`src/rtl/cpu_rst_gen.sv`:
```
// Reset sequencer: async-assert / sync-release CPU reset with stretch, SW reset handshake and cause tracking.
// Optional watchdog reset enabled by defining CPU_RST_GEN_WDT_EN (adds the wdt_kick port).
module cpu_rst_gen #(
    parameter int unsigned SYNC_STAGES = 2,
    parameter int unsigned RST_CYCLES  = 16,
    parameter int unsigned WDT_CYCLES  = 1024
) (
    input  logic       clk,
    input  logic       rst_n,
    input  logic       sw_rst_req,
    output logic       sw_rst_ack,
    output logic       rst,
    output logic       rst_done,
    output logic [1:0] rst_cause
`ifdef CPU_RST_GEN_WDT_EN
    ,
    input  logic       wdt_kick
`endif
);

    localparam int unsigned CNT_W = (RST_CYCLES > 1) ? $clog2(RST_CYCLES) : 1;
    localparam logic [CNT_W-1:0] CNT_LAST = CNT_W'(RST_CYCLES - 1);

    localparam logic [1:0] CAUSE_POR = 2'b00;
    localparam logic [1:0] CAUSE_SW  = 2'b01;

    // Reject out-of-range configurations at elaboration.
    if (SYNC_STAGES < 2 || SYNC_STAGES > 4 || RST_CYCLES < 1 || RST_CYCLES > 65535 ||
        WDT_CYCLES < 1) begin : g_param_check
        $error("cpu_rst_gen: illegal parameter value");
    end

    typedef enum logic [1:0] {
        HOLD    = 2'b00,
        STRETCH = 2'b01,
        RUN     = 2'b10,
        SW_ACK  = 2'b11
    } state_t;

    state_t                 state;
    logic [SYNC_STAGES-1:0] sync;
    logic [CNT_W-1:0]       cnt;

`ifdef CPU_RST_GEN_WDT_EN
    localparam int unsigned WDT_W = (WDT_CYCLES > 1) ? $clog2(WDT_CYCLES) : 1;
    localparam logic [WDT_W-1:0] WDT_LAST  = WDT_W'(WDT_CYCLES - 1);
    localparam logic [1:0]       CAUSE_WDT = 2'b10;

    logic [WDT_W-1:0] wdt_cnt;
`endif

    // Sequencer: release only after the synchronizer fills and the stretch expires.
    always_ff @(posedge clk or negedge rst_n) begin
        if (!rst_n) begin
            state      <= HOLD;
            sync       <= '0;
            cnt        <= '0;
            rst        <= 1'b1;
            sw_rst_ack <= 1'b0;
            rst_done   <= 1'b0;
            rst_cause  <= CAUSE_POR;
`ifdef CPU_RST_GEN_WDT_EN
            wdt_cnt    <= '0;
`endif
        end else begin
            sync       <= {sync[SYNC_STAGES-2:0], 1'b1};
            sw_rst_ack <= 1'b0;
            rst_done   <= 1'b0;
            case (state)
                HOLD: begin
                    if (sync[SYNC_STAGES-1]) begin
                        state <= STRETCH;
                        cnt   <= '0;
                    end
                end
                STRETCH: begin
                    if (cnt == CNT_LAST) begin
                        state    <= RUN;
                        rst      <= 1'b0;
                        rst_done <= 1'b1;
                    end else begin
                        cnt <= cnt + CNT_W'(1);
                    end
                end
                RUN: begin
                    // SW request outranks a simultaneous watchdog expiry.
                    if (sw_rst_req) begin
                        state      <= SW_ACK;
                        rst        <= 1'b1;
                        sw_rst_ack <= 1'b1;
                        rst_cause  <= CAUSE_SW;
`ifdef CPU_RST_GEN_WDT_EN
                        wdt_cnt    <= '0;
                    end else if (wdt_kick) begin
                        wdt_cnt <= '0;
                    end else if (wdt_cnt == WDT_LAST) begin
                        state     <= STRETCH;
                        cnt       <= '0;
                        rst       <= 1'b1;
                        rst_cause <= CAUSE_WDT;
                        wdt_cnt   <= '0;
                    end else begin
                        wdt_cnt <= wdt_cnt + WDT_W'(1);
`endif
                    end
                end
                SW_ACK: begin
                    state <= STRETCH;
                    cnt   <= '0;
                end
                default: begin
                    state <= HOLD;
                end
            endcase
        end
    end

endmodule

```
`config.mk`:
```
export PLATFORM = sky130hd
export DESIGN_NAME = cpu_rst_gen
export DESIGN_NICKNAME = d
export VERILOG_FILES = /design/src/rtl/cpu_rst_gen.sv
export SDC_FILE = /design/constraint.sdc
export NUM_CORES = 1
export LEC_CHECK = 0
export ABC_AREA = 1
export CORE_AREA = 4 4 41 43
export DETAILED_ROUTE_END_ITERATION = 6
export DIE_AREA = 0 0 45 47
export PLACE_DENSITY = 0.7
export SETUP_SLACK_MARGIN = 0.05
export SLEW_MARGIN = 20
export SYNTH_ARGS = -nofsm -noshare
export SYNTH_HDL_FRONTEND = slang
export SYNTH_SLANG_ARGS = --single-unit
```
`constraint.sdc`:
```
create_clock -name clk -period 2.12 [get_ports clk]
set_clock_uncertainty 0.1 [all_clocks]
set_input_delay 0.318 -clock clk [delete_from_list [all_inputs] [get_ports clk]]
set_output_delay 0.318 -clock clk [all_outputs]
set_load 0.01 [all_outputs]
```
==> results.md, run 1 <==
- Status: finished, final reports clean
- Slew Viols, Final: 0
- CP arrival: around 1400 ps
- CP Depth: 1
- Critical Path Start Type: flip-flop
- #FFs+latches synth: 12
- Die Height: 47 um
- Largest delay share family, worst path: flip-flops
- Total grt overflow: 0
- Share of cells above drive strength 1: ~15%
- Leakage Power: 0.402 nW
- Min-Delay Path Class: flip-flop to flip-flop
- Critical path's largest stage delay: ~540 ps
- Largest net degree at the start of global routing: 13
- Avg Vias per Cell: 4.63
- Register area: 302 um^2
- Crit path from: rst$_DFFE_PN1P_
- # IOs: 8
- RSZ-0062 raised after global routing: false
- WHS: 262 ps
- Unique cell type count in the Yosys netlist: 17
- Clk buf depth: 2
- Number of post-CTS setup repair buffers: 0
- Global placement routability congestion: 0.758
- Setup TNS: 0 ps
- Cells after Synth: between 70 and 80
- Slowest cell on the critical path: dfstp_2
- Antenna viol nets, final: 0
- CTS Hold Bufs: 0
- Dominant cells by area after synthesis: dfrtp_1, nand2_1, ha_1
- Warning count from the yosys run: 0
- Cell Area, Synth: approximately 630 um^2
- Die span in x: 45 um
- Wirelength per Cell: ~11 um
- Synthesized Nets: 84
- TritonCTS buffer count: 3
- Dpl hpwl: 741 um
- Buf/Inv on CP: 1
- Sequential cell area fraction in the yosys report: 47.5%
- H-tree lvl count: 1
- CTS tree: built
- Initial DRT Pass Iterations: 4
- CP Cell Sequence: clkdlybuf4s50_1
- Minimum clock period: 1770 ps
- CP Capture Type: output port
- Pwr/cell area: 1190 nW/um^2
- Area leader, netlist: dfrtp_1
- Post-route cell area: 742 um^2
- CTS root buf: clkbuf_4
- Gr usage total: 14.1%
- Rows: 13
- Number of global-route vias before repair: 469
- Multi-input logic area: between 200 and 300 um^2
- P&R area growth vs syn: 17.0%
- Clock Sink Count: 12
- Dpl cell area: between 700 and 800 um^2
- WP data required: 1700 ps
- # diodes: 0
- Slew headroom: 63.1%
- # resized after CTS: 0
- Drt drc: 0
- Via count: ~460
- First-pass GRT wire length: approximately 2000 um
- R2r startpoint: state[0]$_DFFE_PN0P_
- Final Hold Vio Count: 0
- Min-Delay Path Depth: 0
- Post-synth top area share: a little over two fifths
- Clock edge transition at the registers on the reported setup and hold paths: 80 ps
- Cells on worst reg2reg path: 8
- MaxCap Viol Count: 0
- Detailed Route WL: 1110 um
- Fillers: 118
- Fmax: about 0.57 GHz
- Antenna violations before repair: 0
- Synth Area per Inst: 8.35 um^2
- Reg2Reg Setup Slack: 720 ps
- Final period utilization: 83.3%
- Core footprint: 1300 um^2
- RR Endpoint: cnt[2]$_DFFE_PN0P_
- Placed cells: 96
- Port buffer count: 6
- Path type of the worst setup path: flip-flop to output port
- Final setup violation count: 0
- Final nets: 94
- Die ar.: 2120 um^2
- Worst Path Max Fanout: 2
- Layout Cells excl Fill: 100
- Worst Max-Slew Pin Slew: about 550 ps
- Starting Density: 48.7%
- Peak VDD IR: between 0.5 and 0.6 mV
- Insertion delay to the later sink of the worst-skew pair: 280 ps
- Crit path capture: rst
- Initial drt markers: 7
## worst min-delay path by stage
stage	from	endpoint	slack [ps]
2_1_floorplan	rst_n	cnt[0]$_DFFE_PN0P_	-80
3_3_place_gp	sync[0]$_DFF_PN0_	sync[1]$_DFF_PN0_	230
3_5_place_dp	sync[0]$_DFF_PN0_	sync[1]$_DFF_PN0_	240
4_1_cts	sync[0]$_DFF_PN0_	sync[1]$_DFF_PN0_	250
5_1_grt	sync[0]$_DFF_PN0_	sync[1]$_DFF_PN0_	280
6_report	sync[0]$_DFF_PN0_	sync[1]$_DFF_PN0_	260
## layer usage
metal / global-route usage [%] / up-vias / part of all wire [%]
li1: - / 242 / -
met1: 16.2 / 206 / 47
met2: 21.8 / 11 / 44
met3: 2.68 / 4 / 4.9
met4: 14.0 / 0 / 3.8
met5: 0 / - / 0
## stage by stage
| step | setup WS [ps] | utilization [%] | power, mW |
|---|---|---|---|
| 2_1_floorplan | 886 | - | 0.596 |
| 3_3_place_gp | 665 | 54.2 | 0.681 |
| 3_5_place_dp | 671 | 54.2 | 0.684 |
| 4_1_cts | 348 | 57.0 | 0.887 |
| 5_1_grt | 308 | 57.0 | 0.964 |
| 6_report | 354 | 57.0 | 0.882 |
## synth_stat cells
master and instances:
conb_1 2, nand2_2 2, or2_2 1, nor2_1 2, nor3_1 1, nand4_1 3, dfstp_2 1, clkinv_1 2
ha_1 5, nor2_2 2, inv_1 11, nand3_1 3, dfrtp_1 11, nand2_1 26, nand2_4 1, buf_4 1
nand3_2 2
## registers in the layout, indices dropped and copies added (netlist names)
name and cells:
cnt 4, state 2, sync 2, rst 1
rst_cause 1, rst_done 1, sw_rst_ack 1
## where the power goes
group          switching, mW  internal [mW]
Combinational          0.228          0.144
Sequential            0.0381          0.283
Clock                 0.0848          0.105
Total                  0.351          0.532
## cell type report
| class | instances | share of cell area [%] |
|---|---|---|
| tap | 15 | 2.53 |
| inverter | 13 | 6.58 |
| sequential | 12 | 40.6 |
| clock buffer | 4 | 4.89 |
| timing repair buffer | 6 | 8.09 |
| multi-input combinational | 50 | 37.3 |
## cell families (layout without fill, tap and decap cells)
kind of cell	after synthesis	in the layout	synth area share, %
flops	12	12	47.5
fa+ha+maj	5	5	9.86
simple gates	43	43	32.5
other cells	2	2	1.18
buf+inv	14	23	8.88
## cell usage in the layout (no fill, tap or decap)
cell type / count
clkbuf_8: 1
nand2_1: 26
nand4_1: 3
nand2_2: 2
or2_2: 1
nor3_1: 1
conb_1: 2
inv_1: 11
nand3_2: 2
nand2_4: 1
dfstp_2: 1
clkinv_1: 2
clkdlybuf4s50_1: 6
nand3_1: 3
nor2_1: 2
clkbuf_4: 3
dfrtp_1: 11
nor2_2: 2
ha_1: 5
Note: power is estimated with default switching activity, not from simulation.
==> run 2, diff against run 1 <==
--- a/config.mk
+++ b/config.mk
@@ -6,10 +6,10 @@
 export NUM_CORES = 1
 export LEC_CHECK = 0
 export ABC_AREA = 1
-export CORE_AREA = 4 4 41 43
+export CORE_MARGIN = 4
+export CORE_UTILIZATION = 46
 export DETAILED_ROUTE_END_ITERATION = 6
-export DIE_AREA = 0 0 45 47
-export PLACE_DENSITY = 0.7
+export PLACE_DENSITY = 0.71
 export SETUP_SLACK_MARGIN = 0.05
 export SLEW_MARGIN = 20
 export SYNTH_ARGS = -nofsm -noshare
==> constraint.sdc (replaced) <==
create_clock -name clk -period 1.55 [get_ports clk]
set_clock_uncertainty 0.1 [all_clocks]
set_input_delay 0.2325 -clock clk [delete_from_list [all_inputs] [get_ports clk]]
set_output_delay 0.2325 -clock clk [all_outputs]
set_load 0.01 [all_outputs]
==> results.md, run 2 (same netlist as run 1, synthesis figures left out) <==
- Gr usage total: roughly 14%
- Pwr Total: 1.19 mW
- Peak VDD IR: 1.01 mV
- Antenna viol nets, final: 0
- CTS Hold Bufs: 0
- First-pass GRT wire length: 1950 um
- Slowest cell on the critical path: clkdlybuf4s50_1
- CTS tree: built
- Critical path's largest stage delay: approximately 520 ps
- WP data required: 1220 ps
- Pwr/cell area: 1570 nW/um^2
- CP arrival: 1120 ps
- Die ar.: 2040 um^2
- Share of cells above drive strength 1: between 15 and 20%
- Die Height: roughly 45 um
- Port buffer count: 6
- Drt drc: 0
- Slew Viols, Final: 0
- Met1 Track Usage GR: 14.5%
- CP Cell Sequence: clkdlybuf4s50_1
- Wirelength per Cell: 10.3 um
- Leakage Power: approximately 0.43 nW
- Most frequent cells in the layout: nand2_1, inv_1, dfrtp_1
- CP Capture Type: output port
- Setup TNS: 0 ps
- P&R area growth vs syn: 19.3%
- TritonCTS buffer count: 3
- R2r startpoint: state[1]$_DFFE_PN0P_
- Buf/Inv on CP: 1
- Minimum clock period: 1450 ps
- Fillers: 115
- Setup WS pre-CTS: between 150 and 200 ps
- Path type of the worst setup path: flip-flop to output port
- Dpl hpwl: 803 um
- Setup ws final: a little under 100 ps
- Via count: 480
- Clk buf depth: 2
- Reg2Reg Setup Slack: 180 ps
- MaxCap Viol Count: 0
- Fmax: 0.689 GHz
- Final setup violation count: 0
- Commonest non-fill, non-tap cell in the layout: nand2_1
- Clock edge transition at the registers on the reported setup and hold paths: about 70 ps
- Crit path from: rst_done$_DFF_PN0_
- Layout Cells excl Fill: between 100 and 150
- Avg Vias per Cell: 4.71
- Total grt overflow: 0
- Die span in x: 45.1 um
- # diodes: 0
- # IOs: 8
- Core footprint: about 1300 um^2
- GRT Max-Usage Layer: met2
- Placed cells: 97
- Reg with most FFs: cnt
- Number of global-route vias before repair: 466
- Status: finished, final reports clean
- Initial drt markers: 9
- Starting Density: 48.7%
- Initial DRT Pass Iterations: 4
- Largest net degree at the start of global routing: 13
- Antenna violations before repair: 0
- H-tree lvl count: 1
- Min-Delay Path Class: primary input to async pin
- Final period utilization: 93.6%
- Largest delay share family, worst path: buffers and inverters
- Final Util: ~58%
- Detailed Route WL: about 1000 um
- RSZ-0062 raised after global routing: true
- Global-route track usage on met3: between 8 and 9%
- Critical Path Start Type: flip-flop
- CTS root buf: clkbuf_4
- Global placement routability congestion: 0.791
- Met2 global-route usage: 22.0%
- Rows: 13
- Worst Path Max Fanout: 1
- Insertion delay to the later sink of the worst-skew pair: 270 ps
- Clock Sink Count: 12
- Final Hold Vio Count: 0
- Max reg flops: 4
- Regs by FF count: cnt x4, state x2, sync x2
- Final nets: 96
## run 2: metal layers
| layer | vias up | wire, um |
|---|---|---|
| li1 | 247 | - |
| met1 | 217 | 433 |
| met2 | 14 | 498 |
| met3 | 2 | 98 |
| met4 | 0 | 17 |
| met5 | - | 0 |
## run 2: area by class of cell
cell class	count	area [um^2]	area share, %
well taps	15	18.8	2.48
flip-flops and latches	12	302	39.8
inverters	13	48.8	6.45
multi-input cells	50	277	36.5
clock buffers	4	36.3	4.79
repair buffers	8	75.1	9.92
## run 2: timing repair
item / 4_1_cts / 5_1_grt
gates resized for setup: 2 / 1
gates cloned: 0 / 0
pin swaps: 0 / 0
buffers inserted: 0 / 1
setup endpoints to repair: 2 / 3
## run 2: metrics by stage
| step | cell area (um^2) | hold slack (ps) |
|---|---|---|
| after floorplan | 634 | -163 |
| after global placement | 713 | 237 |
| after detailed placement | 713 | 240 |
| after CTS | 747 | 148 |
| after global routing | 757 | 152 |
| final | 757 | 150 |
## run 2: worst paths after layout
check / to / cells after the start
worst max register to register: cnt[2]$_DFFE_PN0P_ / 6
max in group asynchronous: rst$_DFFE_PN1P_ / 2
min in group clk: sync[1]$_DFF_PN0_ / 0
worst max-delay path: rst_done / 1
worst min-delay path: cnt[3]$_DFFE_PN0P_ / 2
worst min register to register: sync[1]$_DFF_PN0_ / 0
## run 2: power by group
part	switching (mW)	internal (mW)	total, mW
registers	0.0508	0.387	0.438
logic	0.307	0.201	0.507
clock network	0.103	0.143	0.246
total	0.460	0.730	1.19
==> run 3, diff against run 2 <==
--- a/config.mk
+++ b/config.mk
@@ -5,7 +5,6 @@
 export SDC_FILE = /design/constraint.sdc
 export NUM_CORES = 1
 export LEC_CHECK = 0
-export ABC_AREA = 1
 export CORE_MARGIN = 4
 export CORE_UTILIZATION = 46
 export DETAILED_ROUTE_END_ITERATION = 6
==> results.md, run 3 <==
- Final Util: 77.2%
- Fraction of registers with async set/reset: 100%
- Die ar.: 1970 um^2
- H-tree lvl count: 1
- Sequential cell area fraction in the yosys report: 49.5%
- Final setup violation count: 0
- Min-Delay Path Class: primary input to async pin
- Antenna viol nets, final: 0
- Slew Viols, Final: 0
- Most frequent cell after synthesis: dfrtp_1
- WHS: 95.4 ps
- Clk buf depth: 2
- Dpl hpwl: 856 um
- Unique cell type count in the Yosys netlist: 26
- Clock Sink Count: 12
- Area leader, netlist: dfrtp_1
- Global placement routability congestion: 0.766
- Number of synthesized flops with an enable pin: 0
- Detailed Route WL: roughly 1200 um
- Via count: 471
- Total grt overflow: 0
- CTS tree: built
- Commonest non-fill, non-tap cell in the layout: buf_4
- Leakage Power: ~0.43 nW
- Regs by FF count: cnt x4, state x2, sync x2
- Critical Path Start Type: flip-flop
- Pwr/cell area: 1680 nW/um^2
- Status: finished, final reports clean
- Avg Vias per Cell: a little over 5
- Insertion delay to the later sink of the worst-skew pair: between 200 and 300 ps
- Ys flop type: dfrtp_1
- Reg with most FFs: cnt
- Drt drc: 0
- TritonCTS buffer count: 3
- CP arrival: 1630 ps
- First-pass GRT wire length: 1900 um
- Max reg flops: 4
- Post-synth top area share: 45.2%
- Minimum clock period: 1540 ps
- Initial drt markers: 15
- Starting Density: 52.0%
- Setup ws final: 12.7 ps
- # diodes: 0
- Gr usage total: 13.9%
- CTS root buf: clkbuf_4
- Fillers: 69
- Die span in x: 44.4 um
- Number of global-route vias before repair: about 460
- Warning count from the yosys run: 0
- Fmax: 0.650 GHz
- Share of cells above drive strength 1: 46.8%
- Clock edge transition at the registers on the reported setup and hold paths: ~80 ps
- Setup WS pre-CTS: -43.8 ps
- Path type of the worst setup path: flip-flop to flip-flop
- CP Capture Type: flip-flop
- Dominant cells by area after synthesis: dfrtp_1, ha_1, dfstp_2
- Peak VDD IR: 1.03 mV
- Final Hold Vio Count: 0
- MaxCap Viol Count: 0
- Wirelength per Cell: approximately 13 um
- Most frequent cells in the layout: buf_4, dfrtp_1, nand2_1
- Cells after Synth: 56
- WP data required: 1640 ps
- Worst Path Max Fanout: 5
- Most instantiated cells after synthesis: dfrtp_1, ha_1
- Largest net degree at the start of global routing: 8
- #FFs+latches synth: 12
- # IOs: 8
- RSZ-0062 raised after global routing: true
- Antenna violations before repair: 0
- Port buffer count: 6
- Core footprint: between 1000 and 1500 um^2
- P&R area growth vs syn: 48.5%
- Initial DRT Pass Iterations: 4
- CTS Hold Bufs: 0
- Die Height: 44.4 um
- Final nets: 86
- Final period utilization: 99.2%
- Cell Area, Synth: 609 um^2
- Pwr Total: 1.52 mW
- Rows: 12
- Synthesized Nets: 64
- Synth Area per Inst: 10.9 um^2
## run 3: cell count changes after synthesis, sizes merged, moves of 2 or more
cell and delta:
nand2 -25, a2bb2oi +2, clkinv -2, o21ai +4, inv -7, nand4 -3
## run 3: stage by stage
step | cell area (um^2) | std cells | TNS [ps]
global route | 905 | 91 | -93.5
CTS | 812 | 88 | -4.44
floorplan | 639 | 56 | -15.5
finish | 905 | 91 | 0
detailed placement | 771 | 84 | -72.1
global placement | 771 | 84 | -31.2
## run 3: repair_timing
action                                  4_1_cts  5_1_grt
setup buffers                                 0        3
gates resized for setup                       5       14
endpoints found under the setup margin        8        8
pin swaps                                     0        2
## run 3: area by class of cell
type	instances	area [um^2]	share of cell area, %
Multi-Input combinational cell	38	374	41.4
Sequential cell	12	302	33.3
Timing Repair Buffer	19	160	17.7
Clock buffer	4	36.3	4.01
Tap cell	14	17.5	1.94
Inverter	4	15.0	1.66
## run 3: path summary, 6_finish.rpt
kind	from	slack, ps	cells past startpoint	endpoint
min in group clk	sync[0]$_DFF_PN0_	270	0	sync[1]$_DFF_PN0_
hold / removal	rst_n	100	1	rst_cause[0]$_DFFE_PN0P_
setup reg to reg	cnt[1]$_DFFE_PN0P_	10	4	cnt[0]$_DFFE_PN0P_
setup / recovery	cnt[1]$_DFFE_PN0P_	10	4	cnt[0]$_DFFE_PN0P_
max in group asynchronous	rst_n	840	2	state[0]$_DFFE_PN0P_
hold reg to reg	sync[0]$_DFF_PN0_	270	0	sync[1]$_DFF_PN0_
## run 3: critical path, cell delays in order, from the launching register on
cell,delay [ps]
dfrtp_1,420
ha_4,190
and3_4,150
or3_4,380
o311ai_4,210
## run 3: cell families (layout without fill, tap and decap cells)
group | count (synthesis) | after routing | share of synthesized area [%]
other cells | 2 | 2 | 1.23
mux | 2 | 2 | 3.49
simple gates | 19 | 19 | 17.7
flops | 12 | 12 | 49.5
compound gates | 10 | 10 | 13.6
buf+inv | 6 | 27 | 4.31
fa+ha+maj | 5 | 5 | 10.3
## run 3: report_power, final
| group | switching (mW) | internal, mW |
|---|---|---|
| sequential | 0.0734 | 0.404 |
| clock | 0.102 | 0.143 |
| combinational | 0.355 | 0.445 |
## run 3: per-layer routing
layer | GRT usage (%) | part of all wire [%] | vias up
li1 | - | - | 232
met1 | 13.8 | 41 | 225
met5 | 0 | 0 | -
met3 | 7.32 | 5.8 | 2
met4 | 3.61 | 0.66 | 0
met2 | 25.0 | 53 | 12
